[config.mk]
export PLATFORM = sky130hd
export DESIGN_NAME = chip8_mem_xfer
export DESIGN_NICKNAME = d
export VERILOG_FILES = /design/src/rtl/chip8_mem_xfer.sv
export SDC_FILE = /design/constraint.sdc
export NUM_CORES = 1
export LEC_CHECK = 0
export CORE_UTILIZATION = 55
export CTS_CLUSTER_DIAMETER = 150
export DETAILED_ROUTE_END_ITERATION = 10
export PLACE_DENSITY = 0.84
export SETUP_SLACK_MARGIN = 0.4
export SLEW_MARGIN = 20
export SYNTH_ARGS = -nofsm -noshare
export SYNTH_HDL_FRONTEND = slang
export SYNTH_SLANG_ARGS = --single-unit
[constraint.sdc]
create_clock -name clk -period 14.89 [get_ports clk]
set_input_delay 2.978 -clock clk [delete_from_list [all_inputs] [get_ports clk]]
set_output_delay 2.978 -clock clk [all_outputs]
set_load 0.1 [all_outputs]
[src/rtl/chip8_mem_xfer.sv]
// chip8_mem_xfer: FX55 / FX65 / FX33 sequencer moving bytes between the register file and RAM.
module chip8_mem_xfer #(
    parameter int INCREMENT_I = 1
) (
    input  logic        clk,
    input  logic        reset,
    input  logic        start,
    input  logic [1:0]  op,
    input  logic [3:0]  x,
    input  logic [11:0] i_addr,
    output logic [3:0]  reg_raddr,
    input  logic [7:0]  reg_rdata,
    output logic        reg_we,
    output logic [3:0]  reg_waddr,
    output logic [7:0]  reg_wdata,
    output logic [11:0] ram_raddr,
    input  logic [7:0]  ram_rdata,
    output logic        ram_we,
    output logic [11:0] ram_waddr,
    output logic [7:0]  ram_wdata,
    output logic        busy,
    output logic        done,
    output logic        i_update,
    output logic [11:0] i_next
);
    typedef enum logic [2:0] {IDLE, STORE, LOAD, BCD, DONE} state_t;
    state_t state, state_n;
    logic        ld_st_q;
    logic [3:0]  x_q;
    logic [11:0] i_q;
    logic [4:0]  cnt;
    logic [11:0] ram_addr;
    logic        inc;
    assign inc = (INCREMENT_I != 0);
    assign ram_addr = i_q + 12'(cnt);
    // State register, per-state step counter, operand latch and the reported I
    always_ff @(posedge clk) begin
        if (reset) begin
            state   <= IDLE;
            cnt     <= 5'd0;
            ld_st_q <= 1'b0;
            x_q     <= 4'd0;
            i_q     <= 12'd0;
            i_next  <= 12'd0;
        end else begin
            state <= state_n;
            cnt   <= (state != IDLE && state_n == state) ? cnt + 5'd1 : 5'd0;
            if (state == IDLE && start) begin
                ld_st_q <= !op[1];
                x_q     <= x;
                i_q     <= i_addr;
            end
            if (inc && (state == STORE || state == LOAD) && state_n == DONE)
                i_next <= i_q + 12'(x_q) + 12'd1;
        end
    end
    // Next state and port drive; strobes are squashed while reset is high so an aborted op writes nothing more
    always_comb begin
        state_n   = state;
        busy      = (state != IDLE);
        done      = 1'b0;
        i_update  = 1'b0;
        reg_raddr = 4'd0;
        reg_we    = 1'b0;
        reg_waddr = 4'd0;
        reg_wdata = 8'd0;
        ram_raddr = 12'd0;
        ram_we    = 1'b0;
        ram_waddr = 12'd0;
        ram_wdata = 8'd0;
        case (state)
            IDLE: begin
                if (start)
                    state_n = (op == 2'b00) ? STORE : (op == 2'b01) ? LOAD : (op == 2'b10) ? BCD : DONE;
            end
            STORE: begin
                reg_raddr = cnt[3:0];
                ram_we    = !reset;
                ram_waddr = ram_addr;
                ram_wdata = reg_rdata;
                state_n   = (cnt[3:0] == x_q) ? DONE : STORE;
            end
            LOAD: begin
                ram_raddr = ram_addr;
                reg_we    = (cnt != 5'd0) && !reset;
                reg_waddr = cnt[3:0] - 4'd1;
                reg_wdata = ram_rdata;
                state_n   = (cnt == {1'b0, x_q} + 5'd1) ? DONE : LOAD;
            end
            BCD: begin
                reg_raddr = x_q;
                ram_we    = !reset;
                ram_waddr = ram_addr;
                ram_wdata = (cnt == 5'd0) ? reg_rdata / 8'd100 : (cnt == 5'd1) ? (reg_rdata / 8'd10) % 8'd10 : reg_rdata % 8'd10;
                state_n   = (cnt == 5'd2) ? DONE : BCD;
            end
            DONE: begin
                done     = !reset;
                i_update = inc && ld_st_q && !reset;
                state_n  = IDLE;
            end
            default: state_n = IDLE;
        endcase
    end
endmodule

**Word-level counts from Yosys, hierarchy flattened**

Index checks and enable logic that the tools add are counted.

- Logic and storage cells: 64
- Output and inout port bits: 65
- Input bits: 37
- Flip-flop bits (word level): 37

- Bitwise gates (word level): 1
- Div/mod/pow operators: 4
- Mux-type cells: 20
- Equality and inequality tests: 12
- Add/subtract/negate cells: 6
- Reductions and logical operators: 15

Operator list:

| kind | count |
|---|---|
| 2-to-1 mux 12 bit | 2 |
| 2-to-1 mux 8 bit | 3 |
| 2-to-1 mux 3 bit | 7 |
| remainder unit 8 x 4 -> 8 bit (second input constant) | 2 |
| case mux 8 bit (2 select lines) | 1 |
| adder 12 x 1 -> 12 bit (second input constant) | 1 |
| adder 12 x 4 -> 12 bit | 1 |
| adder 12 x 5 -> 12 bit | 1 |
| case mux 3 bit (4 select lines) | 1 |
| divider 8 x 4 -> 8 bit (second input constant) | 1 |
| divider 8 x 7 -> 8 bit (second input constant) | 1 |
| case mux 4 bit (2 select lines) | 1 |
| == test 3 x 2 -> 1 bit (second input constant) | 2 |
| == test 3 bit (second input constant) | 2 |
| adder 4 x 1 -> 5 bit (second input constant) | 1 |
| adder 5 x 1 -> 5 bit (second input constant) | 1 |
| == test 5 x 1 -> 1 bit (second input constant) | 1 |
| == test 5 x 2 -> 1 bit (second input constant) | 1 |
| == test 5 bit | 1 |
| logical AND 1 bit | 5 |
| logical NOT 5 bit | 1 |
| nonzero test 5 bit | 1 |
| == test 4 bit | 1 |
| 2-to-1 mux 1 bit | 4 |
| other kinds (13) | 15 |

**Longest topological paths before layout**

- Depth after elaboration: 10
- Mapped depth: 24
- Depth with buffers taken out: 22

**Worst setup path before layout**

OpenSTA, ideal clock, no wires.

- Path kind: input port to output port
- Start: input reg_rdata[6]
- End: output ram_wdata[2]
- Stages on the path: 22
- Buffers on the path: 3
- Path slack: 2.686 ns
- Arrival: 9.226 ns
- Data required time: 11.912 ns
- Path through: buf_2 buf_2 buf_2 nand2_1 ha_1 and4b_1 a211oi_1 and4_1 a41oi_1 a32oi_1 inv_1 ha_1 nand2_1 o32ai_1 a221oi_1 o2111ai_1 xor2_1 o31ai_1 o221ai_1 nor3_1 a31oi_1 o31ai_1

- Word-level cells in the longest chain between the ends: 5
- Elaborated cells between the ends (all ways): 7
- Classes of those cells: div: 4; mux: 3

Ends and longest elaborated chain:

| item | line | source |
|---|---|---|
| start, declared | 12 | `input logic [7:0] reg_rdata,` |
| divider 8 x 4 -> 8 bit | 94 | `ram_wdata = (cnt == 5'd0) ? reg_rdata / 8'd100 : (cnt == 5'd1) ? (reg_rdata / 8'd10) % 8'd10 : reg_rdata % 8'd ...` |
| remainder unit 8 x 4 -> 8 bit | 94 |  |
| 2-to-1 mux 8 bit | 94 |  |
| 2-to-1 mux 8 bit (*) | 94 |  |
| case mux 8 bit (2 select lines) (*) | 71 | `case (state)` |
| end, declared | 20 | `output logic [7:0] ram_wdata,` |

Every way passes the cells marked *; elsewhere a longest branch is shown, timed or not.

**Final worst setup path**

- Start: input reg_rdata[6]
- End: output ram_wdata[5]

The elaborated chain is that of the path after synthesis.

==> flow_metrics.tcl <==
set metrics [dict create \
    status "finished, final reports clean" \
    r2r_start "state[1]$_SDFF_PP0_" \
    syn_inst 589 \
    finalSetupViolations 0 \
    clkLatencyLatePin_ps 290 \
    drt_iter0_markers 333 \
    fillCellCount 567 \
    dieWidth_um 88 \
    cts_buffers 5 \
    syn_to_final_growth_pct 25.5 \
    cts_tree "done" \
    cts_setup_buffers 0 \
    io_pins 102 \
    vias 4499 \
    hold_depth 2 \
    clock.fmax_mhz 78.7 \
    synth.distinct_cells 72 \
    netlist_area_um2 4070 \
    finalCriticalPeriod_ps 12710 \
    drc 0 \
    core_area_um2 6980 \
    grt_pass1_wl_um 19500 \
    gp_congestion 0.930 \
    regToRegEndpoint "i_next[11]$_SDFFE_PP0P_" \
    first_pass_iters 5 \
    clock-sinks 37 \
    start_util 0.583 \
    seqCellArea_um2 741 \
    drv_cap 0 \
    synth_edf_count 0 \
    hold_viol 0 \
    hp-class "flip-flop to flip-flop" \
    antenna_cells 0 \
    min_from "i_q[3]$_SDFFE_PP0P_" \
    htreeDepth 2 \
    post-dp-hpwl_um 9210 \
    worstSetupStartpointType "input pin" \
    wirelength_um 12200 \
    syn_nets 651 \
    final_cells 750 \
    synth_seq_area_share 0.182 \
    die_y_um 88 \
    grt_pass1_vias 4048 \
    synth_flop_cell "dfxtp_1" \
    postCtsHoldBufs 0 \
    fin_skew_ps 7.84 \
    r2r_slack_ps 11720 \
    r2r_cells 7 \
    rsz0062_at_grt "no" \
    worstMarginPinSlew_ps 1050 \
    avgViaCountPerCell 6.00 \
    slew_headroom 0.300 \
    crit_fanout 31 \
    holdPathEnd "i_q[3]$_SDFFE_PP0P_" \
    cts-resized-gates 0 \
    drive_gt1_frac 0.0382 \
    tns_ps 0 \
    final_nets 715 \
    avgSynthCellArea_um2 6.91 \
    cts-root-buf "clkbuf_8" \
    postRouteAntennaNets 0 \
    overflow 0 \
    yosysWarnings 0 \
    core.rowCount 30 \
    required_ps 11910 \
    critical_path_arrival_ps 9740 \
    dieArea_um2 7740 \
    timing_worst_setup_path_type "input pin to output port" \
    path_clk_slew_ps 80 \
    grt_usage 0.318 \
    antenna_found_initial 0 \
    power_density_nw_per_um2 80.2 \
    leakage_nw 1.93 \
    crit_path_end_kind "output port" \
    port_buffers 101 \
    async_flop_share 0 \
    routedWlPerCell_um 16.2 \
    multi_input_area_um2 3080 \
    grt_max_degree 36 \
    ys_ff_latch 37 \
    ir_drop_uv 64.7 \
    slew_viol_final 0 \
    numPlacedInstances 742 \
    period_share 0.854 \
    clk_path_buf_depth 2 \
]
-- through the flow --
step	util	power (mW)	setup slack (ps)	area (um2)	hold WS, ps
after floorplan	-	0.288	2690	4070	454
after detailed placement	0.719	0.338	2240	5020	480
after CTS	0.732	0.407	2220	5110	496
after global routing	0.731	0.433	1660	5100	505
final	0.731	0.409	2180	5100	497
after global placement	0.719	0.335	2370	5020	467
-- cells in the final DEF (no fill, tap or decap), types with 3 or more instances in the layout --
cell             Yosys  final
a41oi_1              3      3
and2_1              23     23
xnor2_1             26     26
a211oi_1             7      7
nor3_1              23     23
nor2_1              90     90
nand2_1             70     70
dfxtp_1             37     37
nor3b_1              4      4
mux2i_1              9      9
clkbuf_8             0      5
nand3_1              9      9
o21ai_1              3      3
nand3b_1             3      3
clkdlybuf4s50_1      0    100
o32ai_1              3      3
and3_1               7      7
o21ai_0             19     19
a21o_1               7      7
o22ai_1              5      5
nor4b_1              3      3
ha_1                23     23
nor2b_1              6      6
nor4_1               4      4
a31oi_1              5      5
o211ai_1             5      5
nand4_1              5      5
o31ai_1              3      3
o2111ai_1            5      5
inv_1               16     16
nand2b_1             7      7
a21oi_1             52     52
xor2_1              13     13
-- critical path: stages --
cell	delay (ps)
clkdlybuf4s50_1	1110
nand2_1	120
ha_1	410
and4b_1	250
a211oi_1	530
and4_1	270
a41oi_1	40
a32oi_1	420
inv_1	140
ha_1	260
nand2_1	100
o32ai_1	70
a221oi_1	280
o2111ai_1	160
xor2_1	220
o31ai_1	130
a2111oi_2	270
a21bo_2	280
or4_1	460
nand3_1	90
clkdlybuf4s50_1	1130
-- where the power goes --
| group | leakage [nW] | internal (mW) | total, mW | switching, mW |
|---|---|---|---|---|
| sequential | 0.301 | 0.105 | 0.117 | 0.0120 |
| combinational | 1.58 | 0.0730 | 0.223 | 0.150 |
| clock | 0.0439 | 0.0323 | 0.0692 | 0.0369 |
| total | 1.93 | 0.210 | 0.409 | 0.199 |
-- routing by layer --
layer / global-route usage / share of wire / vias to the layer above
met2: 0.536 / 0.48 / 234
li1: - / - / 2197
met3: 0.0481 / 0.080 / 34
met5: 0 / 0 / -
met4: 0.133 / 0.030 / 0
met1: 0.403 / 0.41 / 2034
-- how the worst max path moves through the flow --
stage                 startpoint           end  slack (ps)  cells after the start
finish              reg_rdata[6]  ram_wdata[5]        2180                     21
global route        reg_rdata[6]  ram_wdata[2]        1660                     21
CTS                 reg_rdata[6]  ram_wdata[5]        2220                     21
detailed placement  reg_rdata[6]  ram_wdata[5]        2240                     21
global placement    reg_rdata[6]  ram_wdata[5]        2370                     21
floorplan           reg_rdata[6]  ram_wdata[2]        2690                     22
-- area by class of cell --
type	instances	share of cell area
flip-flops and latches	37	0.145
inverters	16	0.0118
clock inverters	3	0.00343
repair buffers	103	0.200
multi-input cells	490	0.603
clock buffers	5	0.0135
well taps	96	0.0235
-- registers in the layout, indices dropped and copies added (netlist names) --
name,count
x_q,4
i_q,12
cnt,5
i_next,12
state,3
ld_st_q,1
-- synthesized netlist by cell type (all sizes together) (5+ instances only) --
| cell | n | area (um2) |
|---|---|---|
| nand2b | 7 | 43.8 |
| ha | 23 | 288 |
| nand4 | 5 | 31.3 |
| clkbuf | 32 | 120 |
| o211ai | 5 | 37.5 |
| a21oi | 52 | 260 |
| inv | 16 | 60.1 |
| nor3 | 23 | 115 |
| xnor2 | 26 | 228 |
| buf | 14 | 71.3 |
| and2 | 23 | 144 |
| nand3 | 9 | 45.0 |
| nor2b | 6 | 37.5 |
| o21ai | 24 | 135 |
| o2111ai | 6 | 58.8 |
| o22ai | 5 | 31.3 |
| xor2 | 13 | 114 |
| mux2i | 9 | 90.1 |
| dfxtp | 37 | 741 |
| nor2 | 90 | 338 |
| a31oi | 6 | 43.8 |
| a21o | 7 | 52.6 |
| nand2 | 71 | 269 |
| and3 | 7 | 43.8 |
| a211oi | 7 | 52.6 |
| nor4 | 5 | 46.3 |
-- logic make-up (layout without fill, tap and decap cells) --
logic type / after synthesis / count (layout) / share of synthesized area
AOI/OAI and AO/OA: 145 / 145 / 0.243
xor gates and xnor gates: 39 / 39 / 0.0840
adders and majority gates: 25 / 25 / 0.0806
buffers and inverters: 62 / 127 / 0.0618
DFF: 37 / 37 / 0.182
muxes: 9 / 9 / 0.0221
and+or+nand+nor: 272 / 272 / 0.326
Note: power is estimated with default switching activity, not from simulation.
